File: src/rtl/sddr_pkg.sv
`default_nettype none
// +------------------------------------------------------------------------+
// | sddr_pkg: shared SDDR data-path types, burst sizing and beat slicing.  |
// | Revision: 1.0                                                          |
// +------------------------------------------------------------------------+
package sddr_pkg;

  typedef enum logic [0:0] {
    CAP_IDLE   = 1'b0,
    CAP_ACTIVE = 1'b1
  } cap_state_e;

  // Two beats (rise/fall) move per clock, so a burst spans half its length in cycles.
  function automatic int half_burst_length(input int burst_length);
    return burst_length / 2;
  endfunction

  function automatic int beat_lsb(input int beat, input int data_bits);
    return beat * data_bits;
  endfunction

endpackage
`default_nettype wire

File: src/rtl/sddr_read_capture_if.sv
`default_nettype none
// +------------------------------------------------------------------------+
// | sddr_read_capture_if: read-issue inputs and response port bundle.      |
// | Revision: 1.0                                                          |
// +------------------------------------------------------------------------+
interface sddr_read_capture_if #(
  parameter int DATA_BITS    = 16,
  parameter int BURST_LENGTH = 8,
  parameter int TAG_BITS     = 4
);
  logic                              read_issue_i;
  logic [TAG_BITS-1:0]               read_tag_i;
  logic [15:0]                       cas_latency_i;
  logic [1:0][DATA_BITS-1:0]         ddr3_dq_i;
  logic                              error_clear_i;
  logic                              data_rsp_ready_o;
  logic [BURST_LENGTH*DATA_BITS-1:0] data_rsp_data_o;
  logic [TAG_BITS-1:0]               data_rsp_tag_o;
  logic                              capture_busy_o;
  logic                              protocol_error_o;

  modport master (
    output read_issue_i, read_tag_i, cas_latency_i, ddr3_dq_i, error_clear_i,
    input  data_rsp_ready_o, data_rsp_data_o, data_rsp_tag_o, capture_busy_o,
    input  protocol_error_o
  );

  modport slave (
    input  read_issue_i, read_tag_i, cas_latency_i, ddr3_dq_i, error_clear_i,
    output data_rsp_ready_o, data_rsp_data_o, data_rsp_tag_o, capture_busy_o,
    output protocol_error_o
  );
endinterface
`default_nettype wire

File: src/rtl/sddr_read_latency_pipe.sv
`default_nettype none
// +------------------------------------------------------------------------+
// | sddr_read_latency_pipe: pending-read countdown array, window checks.   |
// | Revision: 1.0                                                          |
// +------------------------------------------------------------------------+
module sddr_read_latency_pipe
  import sddr_pkg::*;
#(
  parameter int BURST_LENGTH    = 8,
  parameter int MAX_CAS_LATENCY = 16,
  parameter int TAG_BITS        = 4
) (
  input  logic                cpu_clock_i,
  input  logic                ctrl_reset_i,
  input  logic                issue_i,
  input  logic [TAG_BITS-1:0] tag_i,
  input  logic [15:0]         cas_latency_i,
  output logic                accept_o,
  output logic                range_err_o,
  output logic                overlap_err_o,
  output logic                start_o,
  output logic [TAG_BITS-1:0] start_tag_o,
  output logic                pending_o
);
  localparam int          HALF   = half_burst_length(BURST_LENGTH);
  localparam int          DEPTH  = MAX_CAS_LATENCY;
  localparam int          CNT_W  = $clog2(MAX_CAS_LATENCY + 1);
  localparam int          MIN_W  = $clog2(MAX_CAS_LATENCY + HALF + 1);
  localparam logic [15:0] CL_MAX = 16'(MAX_CAS_LATENCY);

  logic [DEPTH-1:0]    valid_q, valid_d;
  logic [TAG_BITS-1:0] tag_q [DEPTH];
  logic [TAG_BITS-1:0] tag_d [DEPTH];
  logic [CNT_W-1:0]    cnt_q [DEPTH];
  logic [CNT_W-1:0]    cnt_d [DEPTH];
  logic [MIN_W-1:0]    min_cl_q, min_cl_d;
  logic                range_ok;
  logic                fits;
  logic                placed;

  // min_cl is the smallest CL that lands a new window at or after the end of
  // the last scheduled one; this also blocks short-CL reads from overtaking.
  always_comb begin
    range_ok      = (cas_latency_i != 16'd0) && (cas_latency_i <= CL_MAX);
    fits          = 32'(min_cl_q) <= 32'(cas_latency_i);
    accept_o      = issue_i && !ctrl_reset_i && range_ok && fits;
    range_err_o   = issue_i && !ctrl_reset_i && !range_ok;
    overlap_err_o = issue_i && !ctrl_reset_i && range_ok && !fits;

    min_cl_d = (min_cl_q == '0) ? '0 : min_cl_q - MIN_W'(1);
    if (accept_o) begin
      min_cl_d = MIN_W'(cas_latency_i) + MIN_W'(HALF - 1);
    end

    start_o     = 1'b0;
    start_tag_o = '0;
    placed      = 1'b0;
    for (int i = 0; i < DEPTH; i++) begin
      valid_d[i] = valid_q[i];
      tag_d[i]   = tag_q[i];
      cnt_d[i]   = cnt_q[i];
      if (valid_q[i]) begin
        if (cnt_q[i] == CNT_W'(1)) begin
          start_o     = 1'b1;
          start_tag_o = tag_q[i];
          valid_d[i]  = 1'b0;
        end else begin
          cnt_d[i] = cnt_q[i] - CNT_W'(1);
        end
      end
    end

    // CL=1 must start capture next cycle, so it bypasses the array entirely.
    if (accept_o && (cas_latency_i == 16'd1)) begin
      start_o     = 1'b1;
      start_tag_o = tag_i;
    end else if (accept_o) begin
      for (int i = 0; i < DEPTH; i++) begin
        if (!valid_d[i] && !placed) begin
          valid_d[i] = 1'b1;
          tag_d[i]   = tag_i;
          cnt_d[i]   = CNT_W'(cas_latency_i - 16'd1);
          placed     = 1'b1;
        end
      end
    end
  end

  always_ff @(posedge cpu_clock_i) begin
    if (ctrl_reset_i) begin
      valid_q  <= '0;
      min_cl_q <= '0;
      for (int i = 0; i < DEPTH; i++) begin
        tag_q[i] <= '0;
        cnt_q[i] <= '0;
      end
    end else begin
      valid_q  <= valid_d;
      min_cl_q <= min_cl_d;
      for (int i = 0; i < DEPTH; i++) begin
        tag_q[i] <= tag_d[i];
        cnt_q[i] <= cnt_d[i];
      end
    end
  end

  assign pending_o = |valid_q;

endmodule
`default_nettype wire

File: src/rtl/sddr_read_capture.sv
`default_nettype none
// +------------------------------------------------------------------------+
// | sddr_read_capture: CAS-latency aligned DDR read burst capture/assembly.|
// | Revision: 1.0                                                          |
// +------------------------------------------------------------------------+
module sddr_read_capture
  import sddr_pkg::*;
#(
  parameter int DATA_BITS       = 16,
  parameter int BURST_LENGTH    = 8,
  parameter int MAX_CAS_LATENCY = 16,
  parameter int TAG_BITS        = 4
) (
  input  logic               cpu_clock_i,
  input  logic               ctrl_reset_i,
  sddr_read_capture_if.slave bus
);
  localparam int                HALF      = half_burst_length(BURST_LENGTH);
  localparam int                WORD_BITS = BURST_LENGTH * DATA_BITS;
  localparam int                BEAT_W    = (HALF > 1) ? $clog2(HALF) : 1;
  localparam logic [BEAT_W-1:0] LAST_BEAT = BEAT_W'(HALF - 1);

  cap_state_e           state_q, state_d;
  logic [BEAT_W-1:0]    beat_q, beat_d;
  logic [TAG_BITS-1:0]  cur_tag_q, cur_tag_d;
  logic [WORD_BITS-1:0] asm_q, asm_d;
  logic                 rsp_ready_q, rsp_ready_d;
  logic [WORD_BITS-1:0] rsp_data_q, rsp_data_d;
  logic [TAG_BITS-1:0]  rsp_tag_q, rsp_tag_d;
  logic                 err_q, err_d;
  logic                 accept;
  logic                 range_err;
  logic                 overlap_err;
  logic                 start;
  logic                 pending;
  logic [TAG_BITS-1:0]  start_tag;

  sddr_read_latency_pipe #(
    .BURST_LENGTH    (BURST_LENGTH),
    .MAX_CAS_LATENCY (MAX_CAS_LATENCY),
    .TAG_BITS        (TAG_BITS)
  ) u_latency_pipe (
    .cpu_clock_i   (cpu_clock_i),
    .ctrl_reset_i  (ctrl_reset_i),
    .issue_i       (bus.read_issue_i),
    .tag_i         (bus.read_tag_i),
    .cas_latency_i (bus.cas_latency_i),
    .accept_o      (accept),
    .range_err_o   (range_err),
    .overlap_err_o (overlap_err),
    .start_o       (start),
    .start_tag_o   (start_tag),
    .pending_o     (pending)
  );

  always_comb begin
    state_d     = state_q;
    beat_d      = beat_q;
    cur_tag_d   = cur_tag_q;
    asm_d       = asm_q;
    rsp_ready_d = 1'b0;
    rsp_data_d  = rsp_data_q;
    rsp_tag_d   = rsp_tag_q;
    case (state_q)
      CAP_IDLE: begin
        if (start) begin
          state_d   = CAP_ACTIVE;
          beat_d    = '0;
          cur_tag_d = start_tag;
        end
      end
      CAP_ACTIVE: begin
        asm_d[beat_lsb(2 * int'(beat_q), DATA_BITS) +: DATA_BITS]     = bus.ddr3_dq_i[0];
        asm_d[beat_lsb(2 * int'(beat_q) + 1, DATA_BITS) +: DATA_BITS] = bus.ddr3_dq_i[1];
        if (beat_q == LAST_BEAT) begin
          rsp_ready_d = 1'b1;
          rsp_data_d  = asm_d;
          rsp_tag_d   = cur_tag_q;
          // A window starting right behind this one continues without a bubble.
          if (start) begin
            beat_d    = '0;
            cur_tag_d = start_tag;
          end else begin
            state_d = CAP_IDLE;
          end
        end else begin
          beat_d = beat_q + BEAT_W'(1);
        end
      end
      default: state_d = CAP_IDLE;
    endcase
    err_d = (err_q && !bus.error_clear_i) || range_err || overlap_err;
  end

  always_ff @(posedge cpu_clock_i) begin
    if (ctrl_reset_i) begin
      state_q     <= CAP_IDLE;
      beat_q      <= '0;
      cur_tag_q   <= '0;
      asm_q       <= '0;
      rsp_ready_q <= 1'b0;
      rsp_data_q  <= '0;
      rsp_tag_q   <= '0;
      err_q       <= 1'b0;
    end else begin
      state_q     <= state_d;
      beat_q      <= beat_d;
      cur_tag_q   <= cur_tag_d;
      asm_q       <= asm_d;
      rsp_ready_q <= rsp_ready_d;
      rsp_data_q  <= rsp_data_d;
      rsp_tag_q   <= rsp_tag_d;
      err_q       <= err_d;
    end
  end

  assign bus.data_rsp_ready_o = rsp_ready_q;
  assign bus.data_rsp_data_o  = rsp_data_q;
  assign bus.data_rsp_tag_o   = rsp_tag_q;
  assign bus.capture_busy_o   = pending || (state_q != CAP_IDLE) || accept;
  assign bus.protocol_error_o = err_q;

endmodule
`default_nettype wire

File: src/flat_wrapper.sv
// flat-port wrapper written by rule: the top's interface ports become plain ports
module sddr_read_capture_flat import sddr_pkg::*;
#(
  parameter int DATA_BITS       = 16,
  parameter int BURST_LENGTH    = 8,
  parameter int MAX_CAS_LATENCY = 16,
  parameter int TAG_BITS        = 4
)
  (cpu_clock_i, ctrl_reset_i, bus_read_issue_i, bus_read_tag_i, bus_cas_latency_i, bus_ddr3_dq_i, bus_error_clear_i, bus_data_rsp_ready_o, bus_data_rsp_data_o, bus_data_rsp_tag_o, bus_capture_busy_o, bus_protocol_error_o);
  sddr_read_capture_if #(.DATA_BITS(DATA_BITS), .BURST_LENGTH(BURST_LENGTH), .TAG_BITS(TAG_BITS)) bus_i ();
  input  logic cpu_clock_i;
  input  logic ctrl_reset_i;
  input wire logic [$bits(bus_i.read_issue_i)-1:0] bus_read_issue_i;
  input wire logic [$bits(bus_i.read_tag_i)-1:0] bus_read_tag_i;
  input wire logic [$bits(bus_i.cas_latency_i)-1:0] bus_cas_latency_i;
  input wire logic [$bits(bus_i.ddr3_dq_i)-1:0] bus_ddr3_dq_i;
  input wire logic [$bits(bus_i.error_clear_i)-1:0] bus_error_clear_i;
  output wire logic [$bits(bus_i.data_rsp_ready_o)-1:0] bus_data_rsp_ready_o;
  output wire logic [$bits(bus_i.data_rsp_data_o)-1:0] bus_data_rsp_data_o;
  output wire logic [$bits(bus_i.data_rsp_tag_o)-1:0] bus_data_rsp_tag_o;
  output wire logic [$bits(bus_i.capture_busy_o)-1:0] bus_capture_busy_o;
  output wire logic [$bits(bus_i.protocol_error_o)-1:0] bus_protocol_error_o;
  assign bus_i.read_issue_i = bus_read_issue_i;
  assign bus_i.read_tag_i = bus_read_tag_i;
  assign bus_i.cas_latency_i = bus_cas_latency_i;
  assign bus_i.ddr3_dq_i = bus_ddr3_dq_i;
  assign bus_i.error_clear_i = bus_error_clear_i;
  assign bus_data_rsp_ready_o = bus_i.data_rsp_ready_o;
  assign bus_data_rsp_data_o = bus_i.data_rsp_data_o;
  assign bus_data_rsp_tag_o = bus_i.data_rsp_tag_o;
  assign bus_capture_busy_o = bus_i.capture_busy_o;
  assign bus_protocol_error_o = bus_i.protocol_error_o;
  sddr_read_capture #(.DATA_BITS(DATA_BITS), .BURST_LENGTH(BURST_LENGTH), .MAX_CAS_LATENCY(MAX_CAS_LATENCY), .TAG_BITS(TAG_BITS)) u_core (.cpu_clock_i(cpu_clock_i), .ctrl_reset_i(ctrl_reset_i), .bus(bus_i));
endmodule
File: config.mk
export PLATFORM = sky130hd
export DESIGN_NAME = sddr_read_capture_flat
export DESIGN_NICKNAME = d
export VERILOG_FILES = /design/src/rtl/sddr_pkg.sv /design/src/rtl/sddr_read_capture_if.sv /design/src/rtl/sddr_read_latency_pipe.sv /design/src/rtl/sddr_read_capture.sv /design/src/flat_wrapper.sv
export SDC_FILE = /design/constraint.sdc
export NUM_CORES = 1
export LEC_CHECK = 0
export ABC_CLOCK_PERIOD_IN_PS = 7000
export BUFFER_PORTS_ARGS = -buffer_cell sky130_fd_sc_hd__buf_4
export CORE_MARGIN = 4
export CORE_UTILIZATION = 39
export CTS_BUF_LIST = sky130_fd_sc_hd__clkbuf_2
export DETAILED_ROUTE_END_ITERATION = 12
export SLEW_MARGIN = 30
export SYNTH_ARGS = -nofsm -noshare
export SYNTH_HDL_FRONTEND = slang
export SYNTH_SLANG_ARGS = --single-unit
File: constraint.sdc
create_clock -name cpu_clock_i -period 7 [get_ports cpu_clock_i]
set_input_delay 1.05 -clock cpu_clock_i [delete_from_list [all_inputs] [get_ports cpu_clock_i]]
set_output_delay 1.05 -clock cpu_clock_i [all_outputs]
set_load 0.01 [all_outputs]
==> reports/qor.yml <==
min_path:
  min_path_type: "in2reg"
  worstHoldStart: "bus_ddr3_dq_i[20]"
  min_to: "u_core.bus.data_rsp_data_o[116]"
  whs_path_depth: 3
cts:
  cts_setup_buffers: 0
  hold_buffers: 0
  clk_pin_slew_worst_paths_ns: 0.10
  ctsRootBufferMaster: "clkbuf_2"
  cts_buffers: 112
  cts_resized: 0
  cts_buffer_depth: 3
  h-tree-depth: 3
  cts_tree: "done"
  clk_latency_ns: 1.14
  clock-sinks: 418
setup_path:
  cp_common_cell: "buf_4"
  critPathBufInv: 3
  worstSetupPathType: "in2out"
  cp_slowest_stage_delay_ns: 0.52
  worstPathArrival_ns: 3.46
  cp_slowest_cell: "inv_1"
  r2r_setup_slack_ns: 3.64
  path_max_fanout: 15
  r2r_start: "u_core.u_latency_pipe.cnt_q[0][1]"
  crit_family: "simple AND/OR/NAND/NOR gates"
  startpoint_type: "input pin"
  rr_endpoint: "u_core.u_latency_pipe.cnt_q[1][21]"
  crit_chain: "buf_4 -> inv_1 -> ha_1 -> or3b_4 -> and2_4 -> nor4_4 -> nand2_2 -> nand2_1 -> buf_4"
  crit_path_end_kind: "output port"
  reg2reg_depth: 9
  cp.required_ns: 5.95
place:
  place_congestion: 0.880
  dp_hpwl_um: 38700
  port_buffers: 190
power_and_ir_drop:
  p_clk_share_pct: 39.2
  swShare_pct: 27.8
  p_per_area_nw_per_um2: 202
  p_leak_nw: 8.39
  power.internal_w: 0.00313
  power_frac_comb_pct: 5.5
  seq_power_share_pct: 55.3
  p_total_w: 0.00433
  switchingPower_w: 0.00121
  max-vdd-ir-drop_v: 0.000162
grt:
  grt_antenna_before_repair: 2
  grt_max_degree: 225
  grt_pass1_vias: 16696
  grt.overflow.total: 0
  grt_pass1_wl_um: 92500
  grt.total_usage_pct: 22.2
die:
  io_pins: 191
  die_h_um: 227
  core_sq_um: 47600
  row_count: 80
  initial_utilization_pct: 39.4
  dieArea_sq_um: 51700
  chipWidth_um: 227
logic_synthesis:
  ys_seq_area_share_pct: 44.6
  ys.warnings.count: 0
  synth_cell_types: 79
  ys_ff_latch: 418
  synthesis.nets: 2252
  synth_area_leaders: "dfxtp_1, nor2_1, a221oi_1, a22oi_1, nor3_1"
  syn_area_sq_um: 18800
  synth-edff-count: 0
  synthFlopType: "dfxtp_1"
  async_reset_ff_share_pct: 0
  synth_top_area_share_pct: 44.6
  postSynthCellCount: 2150
  yosysTopAreaCell: "dfxtp_1"
  syn_area_per_cell_sq_um: 8.73
timing:
  maxSlewViolCount: 0
  min_period_ns: 4.51
  rsz0062_at_grt: "false"
  fin_skew_ns: 0.0854
  finalSetupViolCount: 0
  clock.fmax_mhz: 222
  worstMarginPinSlew_ns: 0.946
  finalHoldViolations: 0
  post-route-period-util_pct: 64.5
  slew_headroom_pct: 36.9
  fin_setup_tns_ns: 0
layout:
  layout-drive-gt1-share_pct: 18.3
  fillCellCount: 4712
  multiInputGateArea_sq_um: 9570
  syn2layout_area_growth_pct: 14.5
  layout.nets: 2406
  regArea_sq_um: 8370
detailed_routing:
  wl_per_cell_um: 19.8
  ant_nets: 0
  initialDrtViolationCount: 1344
  num_vias: 17120
  remaining_drc_errors: 0
  via_per_inst: 5.73
  first_pass_iters: 5
  wirelength_um: 59200
run:
  maxCapViolations: 0
status:
  outcome: "finished, final reports clean"
-- cells in the final DEF (no fill, tap or decap), types with 4 or more instances in the layout --
master    instances
clkinv_1         24
and3_1           13
a21oi_1         116
mux2i_1          61
o211ai_1         15
inv_1            48
a22oi_1          99
nand3_1          38
and4_1           13
xnor2_1          27
a221oi_1         91
ha_1             46
a211oi_1         57
nor3_4            4
a311oi_1          7
nand2_1         157
nand4_1          35
nor4_4            5
and2_1           18
o31ai_1           5
nor4_1           14
nor4b_1          17
inv_2             5
nor2_1          320
nand4_2           6
nor4_2            6
nor3_1          122
a31oi_1           9
xor2_1           20
o21ai_1          14
buf_4           204
dfxtp_1         417
nand2b_1         27
or3_1             4
nor2b_1          26
nor4b_2           9
clkbuf_2        154
nand3b_1          5
o21ai_0          36
-- metrics by stage --
stage / instance area [sq um] / utilization [%] / setup slack [ns] / instances / hold WS, ns
floorplan: 18800 / - / 2.83 / 2150 / 0.426
global placement: 20400 / 42.9 / 2.24 / 2801 / 0.438
detailed placement: 20500 / 43.0 / 2.49 / 2802 / 0.445
CTS: 21400 / 45.0 / 2.48 / 2984 / 0.0390
global route: 21500 / 45.1 / 2.37 / 2990 / 0.0836
finish: 21500 / 45.1 / 2.49 / 2990 / 0.172
-- Yosys cell counts, drive strengths merged, types with 4 or more instances --
| library cell | instances |
|---|---|
| o21ai | 50 |
| and2 | 23 |
| o31ai | 6 |
| a21oi | 116 |
| clkbuf | 140 |
| a221oi | 91 |
| nor2 | 321 |
| nand3 | 38 |
| nand4 | 43 |
| a22oi | 99 |
| nand2b | 29 |
| buf | 29 |
| a211oi | 57 |
| dfxtp | 418 |
| xnor2 | 28 |
| xor2 | 20 |
| a31oi | 10 |
| and4 | 13 |
| nand3b | 5 |
| inv | 53 |
| or3 | 4 |
| nor4b | 29 |
| ha | 46 |
| mux2i | 61 |
| a311oi | 7 |
| nor2b | 26 |
| nand2 | 160 |
| nor4 | 25 |
| o211ai | 15 |
| nor3 | 129 |
| and3 | 13 |
| a31o | 5 |
-- area by class of cell --
class,instances,share of cell area [%]
clock buffers,154,3.59
repair buffers,209,7.56
well taps,615,3.58
flip-flops and latches,418,38.9
inverters,55,0.960
multi-input cells,1508,44.5
diodes,3,0.0349
clock inverters,28,0.815
-- layer usage --
layer,wire length [um],GRT usage [%]
met1,26300,29.9
met2,26900,34.6
met3,4220,5.75
met4,1720,8.18
met5,0,0
-- worst min-delay path: cells and delay by family --
family | cells | cell delay, ns
buffers and inverters | 1 | 0.14
AND/OR/NAND/NOR | 1 | 0.06
AO/OA/AOI/OAI | 1 | 0.05
-- logic make-up (layout without fill, tap and decap cells) --
family	count (synthesis)	in the layout	synth area share, %
xor+xnor	48	48	2.24
mux	64	64	3.43
simple gates	868	868	23.8
flops	418	418	44.6
fa+ha+maj	46	46	3.07
other cells	0	3	0
compound gates	482	482	18.1
buf+inv	224	446	4.80
-- flip-flops by register name (all words and copies together) (netlist names) --
name,flops
u_core.asm_q,112
u_core.bus.data_rsp_ready_o,1
u_core.bus.protocol_error_o,1
u_core.u_latency_pipe.cnt_q,80
u_core.u_latency_pipe.valid_q,16
u_core.cur_tag_q,4
u_core.bus.data_rsp_tag_o,4
u_core.state_q,1
u_core.bus.data_rsp_data_o,128
u_core.beat_q,2
u_core.u_latency_pipe.tag_q,64
u_core.u_latency_pipe.min_cl_q,5
-- worst max-delay path by stage --
stage / depth (start not counted) / start / endpoint / slack (ns)
after detailed placement: 9 / bus_cas_latency_i[0] / bus_capture_busy_o / 2.49
after CTS: 9 / bus_cas_latency_i[0] / bus_capture_busy_o / 2.48
after global routing: 9 / bus_cas_latency_i[0] / bus_capture_busy_o / 2.37
final: 9 / bus_cas_latency_i[0] / bus_capture_busy_o / 2.49
after floorplan: 10 / bus_cas_latency_i[0] / bus_capture_busy_o / 2.83
after global placement: 10 / bus_cas_latency_i[0] / u_core.u_latency_pipe.cnt_q[1][11] / 2.24
-- power groups by stage --
stage	combinational, W	sequential [W]	clock (W)
after floorplan	0.000136	0.00245	0
after global placement	0.000230	0.00245	0
after detailed placement	0.000234	0.00245	0
after CTS	0.000235	0.00240	0.00176
after global routing	0.000267	0.00240	0.00188
final	0.000239	0.00240	0.00170
No activity file was read; power rests on OpenSTA's default activity.
